--- src/rtl/minterm_pkg.sv ---
// Shared definitions for the minterm scanner: FSM encoding and the
// vector, table and counter widths used by the scanner and its checker.
package minterm_pkg;

  localparam int VEC_W    = 4;
  localparam int TBL_W    = 1 << VEC_W;
  localparam int CNT_W    = $clog2(TBL_W) + 1;
  localparam int SETTLE_W = 4;

  localparam logic [VEC_W-1:0] VEC_LAST = {VEC_W{1'b1}};

  typedef enum logic [1:0] {
    ST_IDLE   = 2'd0,
    ST_DRIVE  = 2'd1,
    ST_SAMPLE = 2'd2,
    ST_DONE   = 2'd3
  } state_e;

endpackage

--- src/rtl/minterm_check.sv ---
// Per-sample comparator: counts captured values that differ from the golden
// table and latches the index of the first one.
module minterm_check
  import minterm_pkg::*;
(
  input  logic             clk,
  input  logic             rst_n,
  input  logic             clear_i,
  input  logic             sample_i,
  input  logic [VEC_W-1:0] idx_i,
  input  logic             f_i,
  input  logic             expected_i,
  output logic [CNT_W-1:0] mismatch_cnt_o,
  output logic [VEC_W-1:0] first_fail_o
);

  logic             diff;
  logic [CNT_W-1:0] mismatch_cnt_q;
  logic [VEC_W-1:0] first_fail_q;

  assign diff = sample_i && (f_i != expected_i);

  // NOTE: sequential state uses non-blocking assignments so every register
  // samples the pre-edge values, independent of statement order.
  always_ff @(posedge clk or negedge rst_n) begin
    if (!rst_n) begin
      mismatch_cnt_q <= '0;
      first_fail_q   <= '0;
    end else if (clear_i) begin
      mismatch_cnt_q <= '0;
      first_fail_q   <= '0;
    end else if (diff) begin
      mismatch_cnt_q <= mismatch_cnt_q + 1'b1;
      // A zero count before this increment means this is the first difference.
      if (mismatch_cnt_q == '0) begin
        first_fail_q <= idx_i;
      end
    end
  end

  assign mismatch_cnt_o = mismatch_cnt_q;
  assign first_fail_o   = first_fail_q;

endmodule

--- src/rtl/minterm_scanner.sv ---
// Walks all 16 input vectors of a 4-input function block, captures f for each
// vector and grades the captured truth table against a golden table.
module minterm_scanner
  import minterm_pkg::*;
#(
  parameter int unsigned      SETTLE   = 1,
  parameter logic [TBL_W-1:0] EXPECTED = 16'hAA25
) (
  input  logic             clk,
  input  logic             rst_n,
  input  logic             start,
  input  logic             abort,
  input  logic             f,
  output logic             a,
  output logic             b,
  output logic             c,
  output logic             d,
  output logic             busy,
  output logic             done,
  output logic [TBL_W-1:0] truth_table,
  output logic             match,
  output logic [CNT_W-1:0] mismatch_cnt,
  output logic [VEC_W-1:0] first_fail
);

  localparam logic [SETTLE_W-1:0] SETTLE_LAST = SETTLE_W'(SETTLE - 1);

  state_e              state_q;
  logic [VEC_W-1:0]    idx_q;
  logic [SETTLE_W-1:0] settle_q;
  logic                busy_q;
  logic                done_q;
  logic                match_q;
  logic [TBL_W-1:0]    truth_table_q;
  logic [TBL_W-1:0]    truth_table_d;

  logic start_accept;
  logic sample_en;

  assign start_accept = ((state_q == ST_IDLE) || (state_q == ST_DONE)) && start && !abort;
  assign sample_en    = (state_q == ST_SAMPLE) && !abort;

  // NOTE: every variable written in always_comb gets a default first, so no
  // path leaves it unassigned and no latch is inferred.
  always_comb begin
    truth_table_d        = truth_table_q;
    truth_table_d[idx_q] = f;
  end

  // idx_q doubles as the stimulus register: it is 0 in IDLE, tracks the
  // vector in DRIVE/SAMPLE and is parked at 4'b1111 in DONE.
  always_ff @(posedge clk or negedge rst_n) begin
    if (!rst_n) begin
      state_q       <= ST_IDLE;
      idx_q         <= '0;
      settle_q      <= '0;
      busy_q        <= 1'b0;
      done_q        <= 1'b0;
      match_q       <= 1'b0;
      truth_table_q <= '0;
    end else if (abort) begin
      state_q  <= ST_IDLE;
      idx_q    <= '0;
      settle_q <= '0;
      busy_q   <= 1'b0;
      done_q   <= 1'b0;
      match_q  <= 1'b0;
    end else begin
      unique case (state_q)
        ST_IDLE, ST_DONE: begin
          if (start) begin
            state_q       <= ST_DRIVE;
            idx_q         <= '0;
            settle_q      <= '0;
            busy_q        <= 1'b1;
            done_q        <= 1'b0;
            match_q       <= 1'b0;
            truth_table_q <= '0;
          end
        end
        ST_DRIVE: begin
          if (settle_q == SETTLE_LAST) begin
            state_q  <= ST_SAMPLE;
            settle_q <= '0;
          end else begin
            settle_q <= settle_q + 1'b1;
          end
        end
        ST_SAMPLE: begin
          truth_table_q <= truth_table_d;
          if (idx_q == VEC_LAST) begin
            state_q <= ST_DONE;
            busy_q  <= 1'b0;
            done_q  <= 1'b1;
            match_q <= (truth_table_d == EXPECTED);
          end else begin
            state_q <= ST_DRIVE;
            idx_q   <= idx_q + 1'b1;
          end
        end
        default: state_q <= ST_IDLE;
      endcase
    end
  end

  minterm_check u_check (
    .clk            (clk),
    .rst_n          (rst_n),
    .clear_i        (start_accept),
    .sample_i       (sample_en),
    .idx_i          (idx_q),
    .f_i            (f),
    .expected_i     (EXPECTED[idx_q]),
    .mismatch_cnt_o (mismatch_cnt),
    .first_fail_o   (first_fail)
  );

  assign {a, b, c, d}  = idx_q;
  assign busy        = busy_q;
  assign done        = done_q;
  assign match       = match_q;
  assign truth_table = truth_table_q;

endmodule
--- config.mk ---
export PLATFORM = sky130hd
export DESIGN_NAME = minterm_scanner
export DESIGN_NICKNAME = d
export VERILOG_FILES = /design/src/rtl/minterm_pkg.sv /design/src/rtl/minterm_check.sv /design/src/rtl/minterm_scanner.sv
export SDC_FILE = /design/constraint.sdc
export NUM_CORES = 1
export LEC_CHECK = 0
export CORE_MARGIN = 2
export CORE_UTILIZATION = 31
export CTS_CLUSTER_SIZE = 40
export DETAILED_ROUTE_END_ITERATION = 7
export HOLD_SLACK_MARGIN = 0.12
export PLACE_DENSITY = 0.48
export SKIP_CTS_REPAIR_TIMING = 1
export SLEW_MARGIN = 10
export SYNTH_ARGS = -nofsm -noshare
export SYNTH_HDL_FRONTEND = slang
export SYNTH_SLANG_ARGS = --single-unit
--- constraint.sdc ---
create_clock -name clk -period 2.57 [get_ports clk]
set_clock_uncertainty 0.15 [all_clocks]
set_input_delay 0.3855 -clock clk [delete_from_list [all_inputs] [get_ports clk]]
set_output_delay 0.3855 -clock clk [all_outputs]
set_load 0.02 [all_outputs]
### Word-level counts from Yosys, hierarchy flattened

Memory sizes are Yosys's and may differ from the RTL's.
Cells that the tools add are included.

* flip-flop bits (word level): 38
* bits in read-only memories: 16
* bits of input ports: 5
* output and inout bits: 32
* word-level logic and storage cells: 83
* memories kept: 1

* add/sub/neg operators: 3
* $lt $le $gt $ge: 2
* eq/ne operators: 11
* mux-type cells: 34
* bitwise logic cells: 1
* reduce and logical (&&, ||, !) cells: 22

Memory list
* (no name shown): words 16, width 1, rd ports 1, clocked after memory_dff 0, wr ports 0, line minterm_scanner.sv:113 `.expected_i (EXPECTED[idx_q]),`

Operators with widths (number)
* 4-bit two-way mux: 8
* 16-bit one-hot mux with 2 select lines: 1
* 16-bit bitwise mux: 1
* 16-bit equality test (second input constant): 1
* 16-bit two-way mux: 1
* 4-bit one-hot mux with 2 select lines: 2
* 1-bit two-way mux: 10
* 5-bit two-way mux: 2
* 3-bit != test (second input constant): 3
* 3-bit AND reduction: 3
* 4-bit by 1-bit adder with 4-bit output (second input constant): 2
* 2-bit two-way mux: 4
* 1-bit one-hot mux with 2 select lines: 3
* 2-bit one-hot mux with 3 select lines: 1
* 2-bit AND reduction: 3
* 2-bit nonzero test: 3
* 3-bit nonzero test: 2
* 5-bit by 1-bit adder with 5-bit output (second input constant): 1
* 1-bit logical AND: 5
* 5-bit logical NOT: 1
* 4-bit by 5-bit less-than comparator with 1-bit output (second input constant): 1
* 1-bit demux with 4-bit select: 1
* 2-bit equality test (second input constant): 2
* 4-bit equality test (second input constant): 1
* other kinds (11): 11

### Logic depth before layout (Yosys ltp)

Gate-level depths: netlist of run 1.

* depth in word-level cells: 9
* depth in mapped cells: 9
* depth with buffers taken out: 7

### Modules after synthesis

Synthesis of run 1 repeated with hierarchy kept, for this count alone.

* cells, all modules: 266
* area total of the unflattened synthesis: 2379.8 sq um

By module, submodules not included
* minterm_scanner: times used 1, cells an instance 217, area an instance 1854.3 sq um, seq. area each 725.7 sq um
* minterm_check: times used 1, cells an instance 49, area an instance 525.5 sq um, seq. area each 225.2 sq um

### Worst setup path before layout of run 1

OpenSTA, ideal clock, no wires.

* path type: register to register
* start point: register idx_q[0]
* end point: register u_check.mismatch_cnt_q[3] (netlist: u_check.mismatch_cnt_o[3])
* library setup time: 0.078 ns
* arrival time: 2.125 ns
* required time: 2.342 ns
* path slack: 0.217 ns
* cell stages (with the launch flop): 8
* buffers on the path: 1
* period minus slack after synthesis: 2.353 ns
* cell sequence: dfrtp_1 ha_1 nand2_1 a2111o_1 and3_1 buf_6 or3_1 a21oi_1

* longest elaborated chain between the ends: 5

RTL lines
* start, declared: line minterm_scanner.sv:29 `logic [VEC_W-1:0] idx_q;`
* start signal, assigned: line minterm_scanner.sv:98 `idx_q <= idx_q + 1'b1;`
* memory read 16 x 1 bit
* 1-bit two-way mux (not written as such): line minterm_scanner.sv:113
* 1-bit != test: line minterm_check.sv:21 `assign diff = sample_i && (f_i != expected_i);`
* 1-bit logical AND: line minterm_check.sv:21
* 2-bit nonzero test (no source line)
* end signal, assigned: line minterm_check.sv:33 `mismatch_cnt_q <= mismatch_cnt_q + 1'b1;`
* end, declared: line minterm_check.sv:18 `logic [CNT_W-1:0] mismatch_cnt_q;`

Every way passes these cells. The select of a mux whose other input is x is not followed.
A chain may end at the register's enable or synchronous reset.

### Final worst setup path of run 1

* start point: register state_q[0]
* end point: register truth_table_q[13] (netlist: truth_table[13])

* longest elaborated chain between the ends: 4
* elaborated cells on any way between the ends: 8
* those cells by class: eq/ne (3); mux (1); reduce/logical (4)

RTL lines
* start, declared: line minterm_scanner.sv:28 `state_e state_q;`
* start signal, assigned: line minterm_scanner.sv:54 `state_q <= ST_IDLE;`
* start signal, assigned: line minterm_scanner.sv:62 `state_q <= ST_IDLE;`
* start signal, assigned: line minterm_scanner.sv:72 `state_q <= ST_DRIVE;`
* 2-bit equality test or 2-bit logical NOT (tied branches): line minterm_scanner.sv:69 `unique case (state_q)`
* 2-bit OR reduction: line minterm_scanner.sv:69
* 2-bit != test (no source line) or 2-bit nonzero test (tied branches)
* 3-bit AND reduction (no source line)
* end signal, assigned: line minterm_scanner.sv:90 `truth_table_q <= truth_table_d;`
* end, declared: line minterm_scanner.sv:34 `logic [TBL_W-1:0] truth_table_q;`

Several ways; a longest one is shown, not always the timed one.

==> results of run 1 <==
[stage by stage]
| stage | std cells | hold WS [ns] | utilization | power, mW |
|---|---|---|---|---|
| final | 397 | 0.06318 | 0.4005 | 1.175 |
| after CTS | 397 | 0.09617 | 0.4005 | 1.205 |
| after global placement | 391 | 0.3425 | 0.3890 | 0.7814 |
| after global routing | 397 | 0.1211 | 0.4005 | 1.239 |
| after floorplan | 256 | -0.06009 | - | 0.7123 |
| after detailed placement | 391 | 0.3374 | 0.3890 | 0.7817 |
[critical path, cell delays in order (launching register included)]
cell and delay, ns:
dfrtp_1 0.37, inv_1 0.07, ha_1 0.36, nor2b_1 0.17
or3_1 0.41, nor2_2 0.34, mux2i_1 0.14, o21ai_0 0.18
[state kept, by name (all words and copies together), names as in the netlist]
register,flops
truth_table,16
u_check.mismatch_cnt_o,5
idx_q,4
settle_q,4
u_check.first_fail_o,4
state_q,2
busy,1
done,1
match,1
[report_power, final]
group	internal (mW)	switching, mW	total (mW)
clock network	0.207	0.200	0.407
logic	0.0560	0.0982	0.154
registers	0.606	0.00822	0.614
[area by class of cell]
type / count / area (um2) / share of cell area
clock buffer: 6 / 82.58 / 0.02873
inverter: 16 / 60.06 / 0.02090
multi-input combinational: 188 / 1196 / 0.4162
sequential: 38 / 950.9 / 0.3309
tap: 99 / 123.9 / 0.04310
timing repair buffer: 50 / 460.4 / 0.1602
[cell usage in the layout (no fill, tap or decap), drive strengths merged, types with 2 or more instances in the layout]
| cell type | instances |
|---|---|
| nor2 | 9 |
| nand4 | 2 |
| nand2 | 36 |
| o22ai | 4 |
| nor4bb | 2 |
| nand3 | 14 |
| nor3 | 2 |
| a22o | 2 |
| mux2 | 4 |
| or3 | 4 |
| or2 | 2 |
| inv | 16 |
| clkbuf | 6 |
| ha | 10 |
| nand2b | 2 |
| o21ai | 31 |
| nor3b | 2 |
| xnor2 | 2 |
| and3 | 2 |
| dfrtp | 38 |
| a211oi | 2 |
| a41oi | 2 |
| clkdlybuf4s50 | 35 |
| buf | 15 |
| nand4b | 2 |
| a31oi | 2 |
| a21oi | 17 |
| mux2i | 19 |
| nor2b | 4 |
[how the worst max path moves through the flow]
stage	to	slack [ns]	depth (start not counted)
6_report	truth_table[13]	0.29	7
5_1_grt	truth_table[13]	0.06	7
4_1_cts	truth_table[13]	0.24	7
3_5_place_dp	u_check.mismatch_cnt_o[4]	0.13	6
3_3_place_gp	u_check.mismatch_cnt_o[4]	0.15	6
2_1_floorplan	u_check.mismatch_cnt_o[3]	0.22	7
[logic make-up after synthesis]
logic type	after synthesis	synth area share
buf+inv	30	0.05662
simple gates	88	0.1957
compound gates	65	0.1638
mux	23	0.1034
flops	38	0.4178
fa+ha+maj	10	0.05498
xor+xnor	2	0.007698
[metal layers]
metal	vias to the layer above	global-route usage	wire length, um
met1	934	0.2191	2860
met3	5	0.03108	173
met4	0	0.04071	76
li1	991	-	-
met5	-	0	0
met2	26	0.2433	2658
==> flow_metrics.env, run 1 <==
export IMPL_tns_ns=0
export IMPL_power_leakage_nw=1.232
export IMPL_via_per_inst=4.927
export IMPL_dpl_hpwl_mm=4.221
export IMPL_portBuffers=36
export IMPL_drtIter0Drc=73
export IMPL_criticalPathCategory="flop to flop"
export IMPL_end_kind="flop"
export IMPL_die_w_um=89.69
export IMPL_setup_worst_path_start="state_q[0]"
export IMPL_core_um2=7176
export IMPL_drive_gt1_frac=0.09060
export IMPL_antenna_found_initial=0
export IMPL_drv_slew=0
export IMPL_wl_per_cell_um=14.53
export IMPL_area_delta_synth_final_pct=26.28
export IMPL_yosysSeqAreaShare=0.4178
export IMPL_grt_pass1_wl_mm=9.735
export IMPL_synth_area_um2=2276
export IMPL_setup_viol=0
export IMPL_worst_r2r_endpoint="truth_table[13]"
export IMPL_fin_crit_ns=2.284
export IMPL_hold_violations=0
export IMPL_synthFlopType="dfrtp_1"
export IMPL_drtPass1Iterations=4
export IMPL_start_util=0.3172
export IMPL_setup_slack_ns=0.2855
export IMPL_clock_path_buffers=2
export IMPL_cts_max_level=2
export IMPL_postLayoutCellArea_um2=2874
export IMPL_r2r_cells=7
export IMPL_synth_area_top_cells="dfrtp_1 42%, mux2i_1 8.4%, o21ai_0 6.2%"
export IMPL_track_usage=0.1554
export IMPL_synthesis_nets=271
export IMPL_cp_max_fo=9
export IMPL_yosys_warnings=0
export IMPL_max_slew_margin_rel=0.4175
export IMPL_path_clk_slew_ns=0.07
export IMPL_rrSetupSlack_ns=0.29
export IMPL_clock_latency_ns=0.29
export IMPL_tightest_slew_ns=0.8738
export IMPL_cp_start_kind="flop"
export IMPL_synth_edf_count=0
export IMPL_min_period_over_period=0.8889
export IMPL_synth_top_area_cell="dfrtp_1"
export IMPL_drc=0
export IMPL_grt_pass1_vias=1920
export IMPL_async_flop_share=1.000
export IMPL_finalNetCount=314
export IMPL_yosysMostFrequentCell="dfrtp_1"
export IMPL_cts_root_buf="clkbuf_8"
export IMPL_place_worst_setup_slack_ns=0.1253
export IMPL_outcome="finished clean"
export IMPL_ys_ff_latch=38
export IMPL_max_cap_viol_count=0
export IMPL_io_pins=37
export IMPL_syn_area_per_cell_um2=8.890
export IMPL_ir_drop_mv=0.1884
export IMPL_num_rows=31
export IMPL_ant_nets=0
export IMPL_dpl_cell_area_um2=2791
export IMPL_yosysTopAreaCellShare=0.4178
export IMPL_cts_buffers_inserted=5
export IMPL_cp_arrival_ns=2.33
export IMPL_die_area_um2=8043
export IMPL_antenna_cells=0
export IMPL_grt_max_degree=39
export IMPL_cts_tree="done"
export IMPL_synth_common_cells="38 x dfrtp_1, 36 x nand2_1, 28 x o21ai_0"
export IMPL_rsz0062_at_grt="no"
export IMPL_grt_overflow=0
export IMPL_clkSinkCount=38
export IMPL_die_y_um=89.69
export IMPL_nFillCells=735
export IMPL_p_per_area_nw_per_um2=408.9
export IMPL_r2r_start="state_q[0]"
export IMPL_syn_inst=256
export IMPL_hold_path_class="input port to asynchronous set/reset pin"
export IMPL_yosysUniqueCellTypes=42
export IMPL_via_count=1956
export IMPL_max_freq_ghz=0.4377
export IMPL_globalplace_congestion=0.8014
export IMPL_finalWirelength_mm=5.767
export IMPL_crit_required_ns=2.62
Note: power is estimated with default switching activity, not from simulation.
==> inputs of run 2 (changes only) <==
--- a/config.mk
+++ b/config.mk
@@ -9,6 +9,7 @@
 export CORE_UTILIZATION = 31
 export CTS_CLUSTER_SIZE = 40
 export DETAILED_ROUTE_END_ITERATION = 7
+export GPL_ROUTABILITY_DRIVEN = 1
 export HOLD_SLACK_MARGIN = 0.12
 export PLACE_DENSITY = 0.48
 export SKIP_CTS_REPAIR_TIMING = 1
==> results of run 2 <==
Same layout as run 1: the final DEF is identical, and so are final timing and power.
==> inputs of run 3 (changes only) <==
--- a/config.mk
+++ b/config.mk
@@ -7,7 +7,7 @@
 export LEC_CHECK = 0
 export CORE_MARGIN = 2
 export CORE_UTILIZATION = 31
-export CTS_CLUSTER_SIZE = 40
+export CTS_CLUSTER_SIZE = 16
 export DETAILED_ROUTE_END_ITERATION = 7
 export GPL_ROUTABILITY_DRIVEN = 1
 export HOLD_SLACK_MARGIN = 0.12
==> results of run 3 <==
Same layout as run 1: the final DEF is identical, and so are final timing and power.
